## src/rtl/shift_amt_ctrl_pkg.sv

```systemverilog
// Shared types for the shift-amount controller: debounce states, button indices, amount ops.
package shift_amt_ctrl_pkg;

  typedef enum logic [1:0] {
    IDLE       = 2'd0,
    WAIT_PRESS = 2'd1,
    PRESSED    = 2'd2,
    WAIT_REL   = 2'd3
  } db_state_t;

  typedef enum logic [1:0] {
    AMT_HOLD = 2'd0,
    AMT_CLR  = 2'd1,
    AMT_INC  = 2'd2,
    AMT_DEC  = 2'd3
  } amt_op_t;

  localparam int BTN_INC = 0;
  localparam int BTN_DEC = 1;
  localparam int BTN_CLR = 2;
  localparam int NUM_BTN = 3;

  // Clear dominates; opposing inc/dec in the same cycle cancel out.
  function automatic amt_op_t amt_op(input logic inc, input logic dec, input logic clr);
    if (clr)
      return AMT_CLR;
    if (inc && !dec)
      return AMT_INC;
    if (dec && !inc)
      return AMT_DEC;
    return AMT_HOLD;
  endfunction

endpackage

```

## src/rtl/shift_amt_ctrl_if.sv

```systemverilog
// Button/amount bundle between the board buttons, the controller and the barrel shifter.
interface shift_amt_ctrl_if
  import shift_amt_ctrl_pkg::*;
#(
  parameter int AMT_W = 3
);
  logic [NUM_BTN-1:0] btn;
  logic [AMT_W-1:0]   amt;
  logic [NUM_BTN-1:0] btn_db;
  logic               amt_tick;

  modport master (output btn, input amt, input btn_db, input amt_tick);
  modport slave  (input btn, output amt, output btn_db, output amt_tick);
endinterface

```

## src/rtl/shift_amt_ctrl_debounce.sv

```systemverilog
// btn_debounce: 2-FF synchroniser plus a four-state debounce FSM for one active-low button.
module btn_debounce
  import shift_amt_ctrl_pkg::*;
#(
  parameter int DB_CYCLES = 1_000_000
) (
  input  logic clk,
  input  logic reset,
  input  logic btn_n,
  output logic db_level,
  output logic press_tick
);

  localparam int CW = $clog2(DB_CYCLES + 1);
  localparam logic [CW-1:0] CNT_LAST = CW'(DB_CYCLES - 1);

  logic          sync_q1;
  logic          sync_q2;
  db_state_t     state;
  db_state_t     state_nx;
  logic [CW-1:0] cnt;
  logic [CW-1:0] cnt_nx;
  logic          tick_nx;

  // Inversion happens ahead of the synchroniser so reset leaves it reading "released".
  always_ff @(posedge clk or posedge reset) begin
    if (reset) begin
      sync_q1 <= 1'b0;
      sync_q2 <= 1'b0;
    end else begin
      sync_q1 <= ~btn_n;
      sync_q2 <= sync_q1;
    end
  end

  always_ff @(posedge clk or posedge reset) begin
    if (reset) begin
      state      <= IDLE;
      cnt        <= '0;
      press_tick <= 1'b0;
    end else begin
      state      <= state_nx;
      cnt        <= cnt_nx;
      press_tick <= tick_nx;
    end
  end

  always_comb begin
    state_nx = state;
    cnt_nx   = cnt;
    tick_nx  = 1'b0;
    case (state)
      IDLE: begin
        if (sync_q2) begin
          state_nx = WAIT_PRESS;
          cnt_nx   = '0;
        end
      end
      WAIT_PRESS: begin
        if (!sync_q2) begin
          state_nx = IDLE;
        end else if (cnt == CNT_LAST) begin
          state_nx = PRESSED;
          tick_nx  = 1'b1;
        end else begin
          cnt_nx = cnt + 1'b1;
        end
      end
      PRESSED: begin
        if (!sync_q2) begin
          state_nx = WAIT_REL;
          cnt_nx   = '0;
        end
      end
      WAIT_REL: begin
        if (sync_q2) begin
          state_nx = PRESSED;
        end else if (cnt == CNT_LAST) begin
          state_nx = IDLE;
        end else begin
          cnt_nx = cnt + 1'b1;
        end
      end
      default: state_nx = IDLE;
    endcase
  end

  // The level stays asserted until a release has fully qualified.
  always_comb begin
    db_level = (state == PRESSED) || (state == WAIT_REL);
  end

endmodule

```

## src/rtl/shift_amt_ctrl.sv

```systemverilog
// Debounced inc/dec/clr buttons driving a registered shift amount for barrel_shifter_stage.
// Optional auto-repeat of inc/dec while held is enabled by defining BTN_AUTO_REPEAT_EN.
module shift_amt_ctrl
  import shift_amt_ctrl_pkg::*;
#(
  parameter int DB_CYCLES     = 1_000_000,
  parameter int REPEAT_CYCLES = 12_500_000,
  parameter int AMT_W         = 3
) (
  input  logic            clk,
  input  logic            reset,
  shift_amt_ctrl_if.slave bus
);

  logic [NUM_BTN-1:0] db_level;
  logic [NUM_BTN-1:0] press_tick;
  logic               inc_ev;
  logic               dec_ev;
  logic               clr_ev;
  logic [AMT_W-1:0]   amt_q;
  logic               amt_tick_q;

  if (DB_CYCLES < 2 || REPEAT_CYCLES < 2 || AMT_W < 1) begin : g_bad_params
    $error("shift_amt_ctrl: DB_CYCLES and REPEAT_CYCLES must be >= 2, AMT_W >= 1");
  end

  for (genvar i = 0; i < NUM_BTN; i++) begin : g_btn
    btn_debounce #(
      .DB_CYCLES (DB_CYCLES)
    ) u_debounce (
      .clk        (clk),
      .reset      (reset),
      .btn_n      (bus.btn[i]),
      .db_level   (db_level[i]),
      .press_tick (press_tick[i])
    );
  end

`ifdef BTN_AUTO_REPEAT_EN
  localparam int RW = $clog2(REPEAT_CYCLES + 1);
  localparam logic [RW-1:0] REP_LAST = RW'(REPEAT_CYCLES - 1);

  logic [RW-1:0] rep_cnt [2];
  logic [1:0]    rep_tick;

  // Counting starts on the press edge, so the first repeat lands one full period after it.
  always_ff @(posedge clk or posedge reset) begin
    if (reset) begin
      for (int r = 0; r < 2; r++) begin
        rep_cnt[r] <= '0;
      end
      rep_tick <= '0;
    end else begin
      for (int r = 0; r < 2; r++) begin
        rep_tick[r] <= 1'b0;
        if (!db_level[r]) begin
          rep_cnt[r] <= '0;
        end else if (rep_cnt[r] == REP_LAST) begin
          rep_cnt[r]  <= '0;
          rep_tick[r] <= 1'b1;
        end else begin
          rep_cnt[r] <= rep_cnt[r] + 1'b1;
        end
      end
    end
  end

  assign inc_ev = press_tick[BTN_INC] | rep_tick[BTN_INC];
  assign dec_ev = press_tick[BTN_DEC] | rep_tick[BTN_DEC];
`else
  assign inc_ev = press_tick[BTN_INC];
  assign dec_ev = press_tick[BTN_DEC];
`endif

  assign clr_ev = press_tick[BTN_CLR];

  // Wrap-around in both directions falls out of the modulo-2^AMT_W arithmetic.
  always_ff @(posedge clk or posedge reset) begin
    if (reset) begin
      amt_q      <= '0;
      amt_tick_q <= 1'b0;
    end else begin
      amt_tick_q <= 1'b0;
      case (amt_op(inc_ev, dec_ev, clr_ev))
        AMT_CLR: begin
          amt_q      <= '0;
          amt_tick_q <= 1'b1;
        end
        AMT_INC: begin
          amt_q      <= amt_q + 1'b1;
          amt_tick_q <= 1'b1;
        end
        AMT_DEC: begin
          amt_q      <= amt_q - 1'b1;
          amt_tick_q <= 1'b1;
        end
        default: ;
      endcase
    end
  end

  assign bus.amt      = amt_q;
  assign bus.amt_tick = amt_tick_q;
  assign bus.btn_db   = db_level;

endmodule

```

## src/flat_wrapper.sv

```systemverilog
// flat-port wrapper written by rule: the top's interface ports become plain ports
module shift_amt_ctrl_flat import shift_amt_ctrl_pkg::*;
#(
  parameter int DB_CYCLES     = 1_000_000,
  parameter int REPEAT_CYCLES = 12_500_000,
  parameter int AMT_W         = 3
)
  (clk, reset, bus_btn, bus_amt, bus_btn_db, bus_amt_tick);
  shift_amt_ctrl_if #(.AMT_W(AMT_W)) bus_i ();
  input  logic clk;
  input  logic reset;
  input wire logic [$bits(bus_i.btn)-1:0] bus_btn;
  output wire logic [$bits(bus_i.amt)-1:0] bus_amt;
  output wire logic [$bits(bus_i.btn_db)-1:0] bus_btn_db;
  output wire logic [$bits(bus_i.amt_tick)-1:0] bus_amt_tick;
  assign bus_i.btn = bus_btn;
  assign bus_amt = bus_i.amt;
  assign bus_btn_db = bus_i.btn_db;
  assign bus_amt_tick = bus_i.amt_tick;
  shift_amt_ctrl #(.DB_CYCLES(DB_CYCLES), .REPEAT_CYCLES(REPEAT_CYCLES), .AMT_W(AMT_W)) u_core (.clk(clk), .reset(reset), .bus(bus_i));
endmodule
```

## config.mk

```make
export PLATFORM = sky130hd
export DESIGN_NAME = shift_amt_ctrl_flat
export DESIGN_NICKNAME = d
export VERILOG_FILES = /design/src/rtl/shift_amt_ctrl_pkg.sv /design/src/rtl/shift_amt_ctrl_if.sv /design/src/rtl/shift_amt_ctrl_debounce.sv /design/src/rtl/shift_amt_ctrl.sv /design/src/flat_wrapper.sv
export SDC_FILE = /design/constraint.sdc
export NUM_CORES = 1
export LEC_CHECK = 0
export BUFFER_PORTS_ARGS = -buffer_cell sky130_fd_sc_hd__buf_2
export CAP_MARGIN = 20
export CORE_UTILIZATION = 40
export DETAILED_ROUTE_END_ITERATION = 12
export PLACE_DENSITY = 0.59
export SLEW_MARGIN = 20
export SYNTH_ARGS = -nofsm -noshare
export SYNTH_HDL_FRONTEND = slang
export SYNTH_SLANG_ARGS = --single-unit
export TNS_END_PERCENT = 5
```

## constraint.sdc

```tcl
create_clock -name clk -period 2.97 [get_ports clk]
set_input_delay 0.1485 -clock clk [delete_from_list [all_inputs] [get_ports clk]]
set_output_delay 0.1485 -clock clk [all_outputs]
set_load 0.01 [all_outputs]
```

======== Yosys cells after proc, flatten, opt, wreduce, memory -nomap -nowiden ========
Cells that the tools add are included.
cells by class
  reductions and logical operators ........ 18
  add/sub/neg operators ................... 5
  muxes and demuxes ....................... 62
  order comparisons ....................... 0
  equality and inequality tests ........... 33
  bitwise gates (word level) .............. 3
  shift operators ......................... 0
  div/mod/pow operators ................... 0
  multiply operators ...................... 0
operators by type and width
  cell                                              number
  two-way mux 20 bit                                15
  one-hot mux 20 bit (4 select lines)               3
  adder 20 x 1 -> 20 bit, second input constant     3
  == test 20 bit, second input constant             3
  two-way mux 2 bit                                 24
  != test 2 bit, second input constant              12
  one-hot mux 2 bit (4 select lines)                3
  AND reduction 4 bit                               6
  != test 3 bit, second input constant              6
  == test 2 bit, second input constant              8
  two-way mux 1 bit                                 16
  one-hot mux 3 bit (3 select lines)                1
  == test 2 x 1 -> 1 bit, second input constant     4
  logical NOT 2 bit                                 3
  adder 3 x 1 -> 3 bit, second input constant       1
  logical OR 1 bit                                  3
  inverter 1 bit                                    3
  nonzero test 3 bit                                1
  OR reduction 3 bit                                1
  subtractor 3 x 1 -> 3 bit, second input constant  1
  logical AND 1 bit                                 2
  logical NOT 1 bit                                 2
storage, ports and cells
  memory bits (writable) .................. 0
  input port bits ......................... 5
  logic and storage cells ................. 138
  register bits after elaboration ......... 79
  memories kept ........................... 0
  output and inout bits ................... 7
  bits in latches ......................... 0
  ROM bits ................................ 0

======== Logic depth before layout (Yosys ltp) ========
  depth after elaboration ................. 12
  mapped depth ............................ 9
  mapped depth without buffers ............ 9

======== Modules after synthesis ========
A second synthesis with hierarchy kept.
unflattened totals
  cells, all modules ...................... 453
  area total of the unflattened synthesis .. 4,450.5 µm²
modules (own cells, without submodules)
  module          cells an instance  seq. area each (µm²)  instances  area an instance (µm²)
  btn_debounce    142                625.6                 3          1,403.8
  shift_amt_ctrl  27                 100.1                 1          239.0

======== Least setup slack after synthesis ========
Ideal clock, no wire load.
  kind .................................... register -> register
  start ................................... register u_core.g_btn[0].u_debounce.cnt[0]
  end ..................................... register u_core.g_btn[0].u_debounce.cnt[0]
  library setup time ...................... 0.121 ns
  setup slack ............................. 0.920 ns
  period minus slack after synthesis ...... 2.050 ns
  path buffers ............................ 0
  stages on the path, launching flop included .. 7
  arrival ................................. 1.929 ns
  required time ........................... 2.849 ns
  cell sequence ........................... dfrtp_1 > ha_1 > nand4_2 > or3_4 > nor3_4 > mux2_1 > a22o_1
between the ends
  longest elaborated chain between the ends .. 4
  elaborated cells between the ends (all ways) .. 6
  those cells by class .................... add/sub: 1; eq/ne: 1; mux: 4
RTL lines
  what                                                      RTL line                                                      RTL
  from (decl)                                               shift_amt_ctrl_debounce.sv:21                                 logic [CW-1:0] cnt;
  from (signal assigned)                                    shift_amt_ctrl_debounce.sv:43                                 cnt <= cnt_nx;
  adder 20 x 1 -> 20 bit or == test 20 bit (tied branches)  -
  two-way mux 20 bit *                                      shift_amt_ctrl_debounce.sv:62, shift_amt_ctrl_debounce.sv:78
  two-way mux 20 bit, on equally long branches              shift_amt_ctrl_debounce.sv:76, shift_amt_ctrl_debounce.sv:60
  one-hot mux 20 bit (4 select lines) *                     shift_amt_ctrl_debounce.sv:52                                 case (state)
Every way passes the cells marked *; elsewhere a longest branch is shown, timed or not. The select of a mux whose other input is x is not followed.
A chain may end at the register's enable or synchronous reset.

======== Worst setup path in the final report ========
Same ends and word-level chain as after synthesis.

==> metrics <==
outcome finished, final reports clean; sink of the worst hold path u_core.g_btn[0].u_debounce.sync_q2; detail-routed via count per cell 5.528; number of maximum-capacitance constraint violations 0; Total Power 2144 uW; Top-Level Pins 12; Worst Reg2Reg Path Length in Cells 6; net count after synthesis 477; sum of net half-perimeters after detailed placement 6151 um; NumNets Final around 490; Worst setup SP type register; Synth warnings 0; clock skew 9.352 ps; Post-synth EDFFs 0; Crit. End Element register; number of storage elements in the synthesis netlist between 70 and 80; initial antenna violation count 0; placeable core region around 10,000 um2; Post-synth ARST share 100.0%; number of max-slew violations in the final report 0; final WL 9130 um; DIE WIDTH between 100 and 150 um; syn_area_per_cell ~9.2 um2; hold path startpoint u_core.g_btn[0].u_debounce.sync_q1; clock net sink count 79; first-pass GRT wire length about 16,000 um; Site Rows 37; share of post-route cells with drive strength above 1 about 10%; vias in the first global route ~3,300; drt first-iter violations approximately 180; ordered cell list for the critical path ha_1 -> nand4_2 -> or3_4 -> nor3_4 -> mux2_1 -> a22o_1; RSZ-0062 raised after global routing no; Worst R2R Start u_core.g_btn[0].u_debounce.cnt[0]; pre-CTS WS about 700 ps; CTS clock-pin slew for the worst setup and hold paths around 80 ps; pwr/cell area ~450 nW/um2; most used flip-flop cell after synthesis sky130_fd_sc_hd__dfrtp_1; maximum operating frequency 436.6 MHz; cell leakage power just over 0.002 uW; clock tree from TritonCTS done; growth of design area from synthesis to finish 10.29%; largest vdd supply drop about 240 uV; Final setup violation count 0; remaining max-slew budget at the tightest pin a little under half; standard cell with the maximum stage delay on the critical path sky130_fd_sc_hd__dfrtp_1; clock insertion delay at the later pin of the skew report approximately 350 ps; worst setup path class reg -> reg; total negative slack for setup checks 0 ps; initial core utilization between 40% and 50%; first-pass iteration count of the detailed router 4; buffer depth of the longest clock path 2; Port Buffers 11; Final WS setup slightly below 700 ps; Cells on Worst Hold Path 0; endpoint required time on the critical path between 3000 and 4000 ps; gr usage total roughly 18%; via count about 3,400; critical path buffer and inverter count 0; cell area after synthesis 4294 um2; slew at the pin closest to its max-slew limit 817.3 ps; Syn Inst Count about 470; Clock Tree Root sky130_fd_sc_hd__clkbuf_8; kind of cell adding the most delay to the critical path simple AND/OR/NAND/NOR gates; final RePlAce weighted congestion slightly above 0.8; Die Footprint 11,150 um2; Period minus WS final around 2300 ps; vertical die dimension between 100 and 150 um; final-report hold violation count 0; slowest stage delay, CP about 450 ps; endpoint of the worst-slack reg-to-reg timing path u_core.g_btn[0].u_debounce.cnt[0]; slack of the worst reg-to-reg path slightly below 700 ps; Hold WC Path Type reg -> reg; Antenna Cells 0; Avg WL per Cell approximately 15 um; overall overflow remaining after global route 0; number of nets with antenna violations after detailed routing 0; biggest fanout along the worst timing path 9; number of buffers created by CTS 9; largest net degree at the start of global routing 46; fraction of the yosys area taken by sequential cells about 46%; fin util roughly 46%; final cycle utilization of the critical path between 70 and 80%; CP arrival between 2000 and 3000 ps; H-tree Lvls 3; number of different library cells in the post-synthesis netlist 61; DRC violations left 0
how the worst max path moves through the flow:
stage	endpoint	cells after the start	slack, ps	startpoint
after floorplan	async pin	1	800	reset
after global placement	u_core.g_btn[0].u_debounce.cnt[0]	6	800	u_core.g_btn[0].u_debounce.cnt[0]
after detailed placement	u_core.g_btn[0].u_debounce.cnt[0]	6	700	u_core.g_btn[0].u_debounce.cnt[0]
after CTS	u_core.g_btn[0].u_debounce.cnt[0]	6	680	u_core.g_btn[0].u_debounce.cnt[0]
after global routing	u_core.g_btn[0].u_debounce.cnt[0]	6	530	u_core.g_btn[0].u_debounce.cnt[0]
final	u_core.g_btn[0].u_debounce.cnt[0]	6	680	u_core.g_btn[0].u_debounce.cnt[0]
cells in the final DEF (no fill, tap or decap), types with 5 or more instances in the layout:
cell type	Yosys	final
sky130_fd_sc_hd__nand3_1	34	34
sky130_fd_sc_hd__clkbuf_8	0	11
sky130_fd_sc_hd__a22o_1	9	9
sky130_fd_sc_hd__buf_4	4	6
sky130_fd_sc_hd__o31ai_1	9	9
sky130_fd_sc_hd__dfrtp_1	79	79
sky130_fd_sc_hd__xor2_1	5	5
sky130_fd_sc_hd__or3_1	8	8
sky130_fd_sc_hd__and2_1	5	5
sky130_fd_sc_hd__o21ai_0	28	28
sky130_fd_sc_hd__o211ai_1	5	5
sky130_fd_sc_hd__nand4_1	12	12
sky130_fd_sc_hd__mux2i_1	12	12
sky130_fd_sc_hd__nand2_1	47	47
sky130_fd_sc_hd__xnor2_1	9	7
sky130_fd_sc_hd__buf_2	0	11
sky130_fd_sc_hd__nor3_1	17	17
sky130_fd_sc_hd__inv_1	23	22
sky130_fd_sc_hd__nor2_1	44	44
sky130_fd_sc_hd__and3_1	10	10
sky130_fd_sc_hd__nor4_1	6	6
sky130_fd_sc_hd__a21oi_1	14	14
state kept, by name, summed over array words and instances, names as in the netlist, named ones only:
name and flops:
u_core.bus.amt 3, u_core.bus.amt_tick 1, u_core.g_btn.u_debounce.cnt 60, u_core.g_btn.u_debounce.press_tick 3, u_core.g_btn.u_debounce.state 3, u_core.g_btn.u_debounce.sync_q1 3
u_core.g_btn.u_debounce.sync_q2 3
area by class of cell:
cell class / instances / area (um2)
clock buffers: 12 / 155.1
well taps: 136 / 170.2
inverters: 23 / 87.58
repair buffers: 21 / 140.1
fillers: 1022 / 5634
clock inverters: 3 / 42.54
multi-input cells: 344 / 2163
flip-flops and latches: 79 / 1977
Yosys cell counts (3+ instances only):
library cell | count | area, um2
sky130_fd_sc_hd__nand2_1 | 47 | 176.4
sky130_fd_sc_hd__nor3_1 | 17 | 85.08
sky130_fd_sc_hd__nor4b_1 | 3 | 26.28
sky130_fd_sc_hd__clkbuf_1 | 16 | 60.06
sky130_fd_sc_hd__o311ai_0 | 4 | 35.03
sky130_fd_sc_hd__mux2i_1 | 12 | 120.1
sky130_fd_sc_hd__mux2_2 | 4 | 45.04
sky130_fd_sc_hd__xor2_1 | 5 | 43.79
sky130_fd_sc_hd__nand4_1 | 12 | 75.07
sky130_fd_sc_hd__dfrtp_1 | 79 | 1977
sky130_fd_sc_hd__a31oi_1 | 4 | 25.02
sky130_fd_sc_hd__nor2_1 | 44 | 165.2
sky130_fd_sc_hd__and4b_1 | 3 | 30.03
sky130_fd_sc_hd__o211ai_1 | 5 | 37.54
sky130_fd_sc_hd__xnor2_1 | 9 | 78.83
sky130_fd_sc_hd__or4_1 | 4 | 30.03
sky130_fd_sc_hd__o21ai_0 | 28 | 140.1
sky130_fd_sc_hd__nand3_1 | 34 | 170.2
sky130_fd_sc_hd__ha_1 | 4 | 50.05
sky130_fd_sc_hd__or3_1 | 8 | 50.05
sky130_fd_sc_hd__inv_1 | 23 | 86.33
sky130_fd_sc_hd__buf_4 | 4 | 30.03
sky130_fd_sc_hd__and3_1 | 10 | 62.56
sky130_fd_sc_hd__a22o_1 | 9 | 78.83
sky130_fd_sc_hd__and2_1 | 5 | 31.28
sky130_fd_sc_hd__a21oi_1 | 14 | 70.07
sky130_fd_sc_hd__o31ai_1 | 9 | 67.56
sky130_fd_sc_hd__a21o_1 | 4 | 30.03
sky130_fd_sc_hd__nand2b_1 | 3 | 18.77
sky130_fd_sc_hd__nor4_1 | 6 | 37.54
kinds of logic after synthesis:
group,synth area share (%)
flops,46.04
mux,4.458
simple gates,26.63
fa+ha+maj,1.632
compound gates,14.19
xor+xnor,2.856
buf+inv,4.196
stage by stage:
| step | instance area [um2] | hold WS (ps) | instances |
|---|---|---|---|
| final | 4736 | 350.4 | 618 |
| after global routing | 4736 | 359.7 | 618 |
| after CTS | 4725 | 354.9 | 618 |
| after detailed placement | 4487 | 295.1 | 599 |
| after global placement | 4487 | 290.5 | 599 |
| after floorplan | 4294 | 207.9 | 467 |
power by group:
group | internal (uW) | switching (uW) | leakage (uW)
clock network | 429 | 393 | 0.0000985
logic | 56.7 | 85.8 | 0.000860
registers | 1110 | 66.6 | 0.00107
worst reg2reg max path: stages (launching register included):
cell and delay (ps):
sky130_fd_sc_hd__dfrtp_1 450, sky130_fd_sc_hd__ha_1 240, sky130_fd_sc_hd__nand4_2 160, sky130_fd_sc_hd__or3_4 410
sky130_fd_sc_hd__nor3_4 390, sky130_fd_sc_hd__mux2_1 370, sky130_fd_sc_hd__a22o_1 190
metal layers:
metal | track usage, % | up-vias | wire (um)
met4 | 5.556 | 0 | 101
met2 | 28.29 | 31 | 4237
met5 | 0 | - | 0
met1 | 24.35 | 1660 | 4588
li1 | - | 1717 | -
met3 | 4.082 | 8 | 203
timing repair:
item                                   4_1_cts  5_1_grt
hold buffers                                 4        0
buffers inserted                             0        0
endpoints found under the hold margin       46        0
resized for setup                            0        0
(Power assumes the default switching activity.)
